## config.mk

```make
export PLATFORM = sky130hd
export DESIGN_NAME = am2905_busctl
export DESIGN_NICKNAME = d
export VERILOG_FILES = /design/src/rtl/am2905_busctl.sv
export SDC_FILE = /design/constraint.sdc
export NUM_CORES = 1
export LEC_CHECK = 0
export CORE_UTILIZATION = 43
export DETAILED_ROUTE_END_ITERATION = 12
export GPL_ROUTABILITY_DRIVEN = 0
export GPL_TIMING_DRIVEN = 0
export PLACE_DENSITY = 0.78
export SLEW_MARGIN = 20
export SYNTH_ARGS = -nofsm -noshare
export SYNTH_HDL_FRONTEND = slang
export SYNTH_SLANG_ARGS = --single-unit
```

## constraint.sdc

```tcl
create_clock -name clk -period 2.5 [get_ports clk]
set_input_delay 0.75 -clock clk [delete_from_list [all_inputs] [get_ports clk]]
set_output_delay 0.75 -clock clk [all_outputs]
set_load 0.005 [all_outputs]
```

## src/rtl/am2905_busctl.sv

```systemverilog
// Round-robin transfer sequencer for N am2905 transceivers sharing one wired-AND bus.
// Each grant runs LOAD, DRIVE (DRIVE_CYC cycles), LATCH and DONE, all outputs registered.
module am2905_busctl #(
    parameter int N         = 4,
    parameter int DW        = 2,
    parameter int DRIVE_CYC = 1
) (
    input  logic            clk,
    input  logic            rst_,
    input  logic [N-1:0]    req,
    input  logic [N-1:0]    srcb,
    input  logic [N*DW-1:0] dst,
    output logic [N-1:0]    ack,
    output logic [N-1:0]    gnt,
    output logic            busy,
    output logic [N-1:0]    sel,
    output logic [N-1:0]    drcp,
    output logic [N-1:0]    be_,
    output logic [N-1:0]    rle_,
    output logic [N-1:0]    oe_
);

    localparam int PW = (N > 1) ? $clog2(N) : 1;
    localparam int CW = (DRIVE_CYC > 1) ? $clog2(DRIVE_CYC) : 1;

    localparam logic [2:0] S_IDLE  = 3'd0;
    localparam logic [2:0] S_LOAD  = 3'd1;
    localparam logic [2:0] S_DRIVE = 3'd2;
    localparam logic [2:0] S_LATCH = 3'd3;
    localparam logic [2:0] S_DONE  = 3'd4;

    logic [2:0]    state;
    logic [PW-1:0] ptr;
    logic [CW-1:0] cnt;
    logic [N-1:0]  dmask;
    logic [N-1:0]  valid;

    logic [PW-1:0] pick;
    logic [PW-1:0] scan;
    logic [PW-1:0] ptr_next;
    logic [N-1:0]  pick_hot;
    logic [N-1:0]  pick_dmask;
    logic [DW-1:0] pick_dst;

    // Scan downward from the farthest offset so the nearest requester at or after ptr wins.
    always_comb begin
        pick = ptr;
        scan = ptr;
        for (int i = N - 1; i >= 0; i--) begin
            scan = PW'((int'(ptr) + i) % N);
            if (req[scan]) begin
                pick = scan;
            end
        end
        pick_hot = N'(1) << pick;
        pick_dst = '0;
        for (int k = 0; k < N; k++) begin
            if (pick == PW'(k)) begin
                pick_dst = dst[k*DW +: DW];
            end
        end
        // An out-of-range destination leaves the mask empty, so the word is dropped.
        pick_dmask = '0;
        for (int k = 0; k < N; k++) begin
            if (pick_dst == DW'(k)) begin
                pick_dmask[k] = 1'b1;
            end
        end
        ptr_next = (pick == PW'(N - 1)) ? '0 : pick + PW'(1);
    end

    always_ff @(posedge clk) begin
        if (!rst_) begin
            state <= S_IDLE;
            ptr   <= '0;
            cnt   <= '0;
            dmask <= '0;
            valid <= '0;
            ack   <= '0;
            gnt   <= '0;
            busy  <= 1'b0;
            sel   <= '0;
            drcp  <= '0;
            be_   <= '1;
            rle_  <= '1;
            oe_   <= '1;
        end else begin
            case (state)
                S_IDLE: begin
                    if (|req) begin
                        state     <= S_LOAD;
                        gnt       <= pick_hot;
                        drcp      <= pick_hot;
                        busy      <= 1'b1;
                        sel[pick] <= srcb[pick];
                        dmask     <= pick_dmask;
                        ptr       <= ptr_next;
                    end
                end
                S_LOAD: begin
                    drcp  <= '0;
                    be_   <= ~gnt;
                    rle_  <= ~dmask;
                    oe_   <= ~(valid & ~dmask);
                    cnt   <= '0;
                    state <= S_DRIVE;
                end
                S_DRIVE: begin
                    if (cnt == CW'(DRIVE_CYC - 1)) begin
                        rle_  <= '1;
                        state <= S_LATCH;
                    end else begin
                        cnt <= cnt + CW'(1);
                    end
                end
                // The latch closed one cycle earlier, so releasing the bus here keeps hold margin.
                S_LATCH: begin
                    be_   <= '1;
                    ack   <= gnt;
                    oe_   <= ~(valid | dmask);
                    valid <= valid | dmask;
                    state <= S_DONE;
                end
                S_DONE: begin
                    ack   <= '0;
                    gnt   <= '0;
                    busy  <= 1'b0;
                    state <= S_IDLE;
                end
                default: state <= S_IDLE;
            endcase
        end
    end

endmodule

```

==> results by group <==
Setup path
  • Critical path fanouts, max: 5
  • R2R Setup Slk: 0.18 ns
  • Critical Path RT: 2.71 ns
  • R2R Path End: dmask[0]
  • Startpoint Class: primary input
  • Type of the worst setup path: in -> reg
  • Reg2reg start: ptr[1]
  • CP Data Arrival Time: 2.69 ns
  • FF-to-FF path depth: 8
  • Critical Path End Type: register

Yosys
  • Simple-gate share of the synthesized area: 26.3%
  • Largest family of logic cells by synthesized area: simple AND/OR/NAND/NOR gates
  • Yosys reg bits: 42
  • Post-Syn Instances: 220
  • Synth Area in Adders: 2.74%
  • Area fraction in compound gates after synthesis: 19.2%
  • Seq/Total Area, Yosys: 46.0%
  • Synth Cell Area: 0.00183 mm²
  • Syn Area/Cell: 8.31 µm²
  • Post-synthesis net count: 242
  • Post-synth cell types: 30
  • Yosys synthesis warning count: 0
  • XOR/XNOR share of the synthesized area: 0.479%
  • Post-synthesis mux area share: 2.19%

Global routing
  • First-pass GRT wire length: 7150 µm
  • Pin count of the biggest net entering global routing: 13
  • Met3 Use GR: 5.41%
  • Remaining Overflow, GRT: 0
  • Most used routing layer: met2
  • GR Layer Usage met2: 36.6%
  • M1 GR Usage: 25.3%
  • Initial antenna violation count: 0
  • Vias in the first global route: 1570
  • All-Layer GR Usage: 21.3%

Clock tree
  • CTS Root Cell: clkbuf_8
  • Clock transition at path regs: 0.07 ns
  • Num CTS Buffers: 5
  • Clock sink total: 42
  • Clk Latency, worst-skew pair: 0.29 ns
  • CTS tree: done
  • Post-CTS Hold Buffers: 0
  • Htree depth: 2
  • Clock Tree Buf Depth: 2

Routing
  • 1st-pass router iterations: 4
  • DR iter-0 viols: 93
  • WL final: 4350 µm
  • Avg WL per Cell: 13.1 µm
  • Via Count: 1741
  • Post-route ant nets: 0
  • DRC: 0
  • Vias per inst: 5.26

Finish
  • Area Growth Syn to Fin: 42.4%
  • Final-layout fill cell count: 358
  • Ant diodes: 0
  • Nets: 302
  • Fin area: 0.00260 mm²
  • Ratio of cells with drive above 1 in the final layout: 12.1%

Worst hold path
  • Hold_sp: busy
  • Hold Crit Class: reg -> reg
  • Hold depth: 2
  • WHS Endpoint: busy

Die
  • Die area: 0.00452 mm²
  • Initial core utilization: 45.4%
  • Site Rows: 23
  • # IOs: 47
  • Die Span X: 67.2 µm
  • CORE AREA: 0.00403 mm²
  • Die Y: 67.2 µm

Timing
  • Worst-margin pin slew: 0.608 ns
  • Fin crit period: 2.49 ns
  • # setup viols final: 0
  • Period utilization: 99.4%
  • Final Hold Viols: 0
  • Fmax achieved: 402 MHz
  • Slew margin rel.: 59.1%
  • Worst setup margin: 0.0146 ns
  • Setup_tns: 0 ns
  • Worst Skew: 0.00575 ns
  • Unrepaired setup endpoints after global routing: true
  • Pins Over Slew Limit: 0
  • Final hold slack: 0.458 ns

Placement
  • Post-Place Worst Slack: -0.698 ns
  • Placed Area: 0.00238 mm²
  • Hpwl dp: 3180 µm
  • Port Buf Inserts: 46

Power
  • Peak VDD IR: 0.350 mV
  • Pleak: 0.00101 µW
  • PwrDens: 686 mW/mm²

Status
  • Outcome: finished clean

Run
  • Max_cap viols: 0
per-stage QoR:
step / cells / total power (µW) / util (%)
floorplan: 220 / 1080 / -
global placement: 316 / 1260 / 59.1
detailed placement: 316 / 1270 / 59.1
CTS: 329 / 1780 / 63.7
global route: 331 / 1900 / 64.6
finish: 331 / 1790 / 64.6
synth_stat cells:
| cell type | instances | area share [%] |
|---|---|---|
| a211oi_2 | 1 | 0.68 |
| o2bb2ai_1 | 4 | 1.9 |
| mux2i_1 | 4 | 2.2 |
| a211o_1 | 1 | 0.48 |
| ha_1 | 4 | 2.7 |
| and2_4 | 1 | 0.48 |
| or4_4 | 1 | 0.62 |
| nor2b_1 | 12 | 4.1 |
| o31ai_1 | 8 | 3.3 |
| xnor2_1 | 1 | 0.48 |
| a221oi_1 | 2 | 0.96 |
| nor2_1 | 10 | 2.1 |
| a21boi_0 | 2 | 0.82 |
| o21ai_0 | 15 | 4.1 |
| a21o_1 | 2 | 0.82 |
| and3_1 | 5 | 1.7 |
| buf_1 | 2 | 0.41 |
| nand2b_1 | 2 | 0.68 |
| or4_1 | 1 | 0.41 |
| dfxtp_1 | 42 | 46 |
| o211a_1 | 3 | 1.6 |
| and3b_1 | 1 | 0.48 |
| nor4_1 | 2 | 0.68 |
| a21oi_1 | 15 | 4.1 |
| a211oi_1 | 1 | 0.41 |
| inv_1 | 5 | 1.0 |
| nand2_1 | 40 | 8.2 |
| clkbuf_1 | 8 | 1.6 |
| nand3_1 | 22 | 6.0 |
| nor3_1 | 3 | 0.82 |
cells by family (layout without fill, tap and decap cells):
group                      after synthesis  after routing
and+or+nand+nor                        100            100
AOI/OAI and AO/OA                       54             54
DFF                                     42             42
buffers and inverters                   15             76
adders and majority gates                4              4
muxes                                    4              4
xor gates and xnor gates                 1              1
layout make-up:
type / count / area [µm²] / share of cell area [%]
clock buffers: 7 / 86.3 / 3.32
flip-flops and latches: 42 / 841 / 32.3
clock inverters: 1 / 5.00 / 0.192
plain buffers: 10 / 38.8 / 1.49
multi-input cells: 163 / 1030 / 39.7
well taps: 50 / 62.6 / 2.40
inverters: 5 / 18.8 / 0.721
repair buffers: 53 / 518 / 19.9
cells in the final DEF, fill, tap and decap left out, types with 8 or more instances in the layout:
master / count
dfxtp_1: 42
clkdlybuf4s50_1: 42
nand2_1: 40
nand3_1: 22
a21oi_1: 15
o21ai_0: 14
nor2_1: 10
clkbuf_1: 9
nor2b_1: 8
how the worst max path moves through the flow:
stage | startpoint | to | slack, ns | cells after the start
2_1_floorplan | req[0] | dmask[0] | 0.02 | 9
3_3_place_gp | req[3] | dmask[1] | -0.65 | 10
5_1_grt | req[0] | dmask[1] | -0.05 | 9
4_1_cts | req[2] | dmask[1] | 0.009 | 9
3_5_place_dp | req[3] | dmask[3] | -0.70 | 10
6_report | req[0] | dmask[0] | 0.01 | 9
critical path, stage by stage:
cell	delay [ns]
buf_8	0.10
and3b_1	0.15
or4_4	0.53
and2_4	0.18
ha_4	0.20
a221oi_4	0.30
nor3_2	0.08
a21o_1	0.18
o31ai_1	0.22
state kept, by name (all words and copies together) (netlist names):
| name | count |
|---|---|
| ack | 4 |
| be_ | 4 |
| dmask | 4 |
| drcp | 4 |
| gnt | 4 |
| oe_ | 4 |
| rle_ | 4 |
| sel | 4 |
| valid | 4 |
| state | 3 |
| ptr | 2 |
| busy | 1 |
what timing repair did:
item,CTS,global route
setup buffers,5,2
endpoints found under the setup margin,6,4
gates resized for setup,22,11
pin swaps,7,6
routing by layer:
layer	wire length (µm)	up-vias	part of all wire (%)
li1	-	893	-
met1	1990	794	46
met2	2120	48	49
met3	189	6	4.3
met4	55	0	1.3
met5	0	-	0
power by group:
group / leakage, µW / internal, µW / total [µW] / switching, µW
logic: 0.000615 / 275 / 558 / 284
registers: 0.000343 / 732 / 785 / 53.5
clock network: 0.0000482 / 223 / 442 / 220
total: 0.00101 / 1230 / 1790 / 557
(Power assumes the default switching activity.)
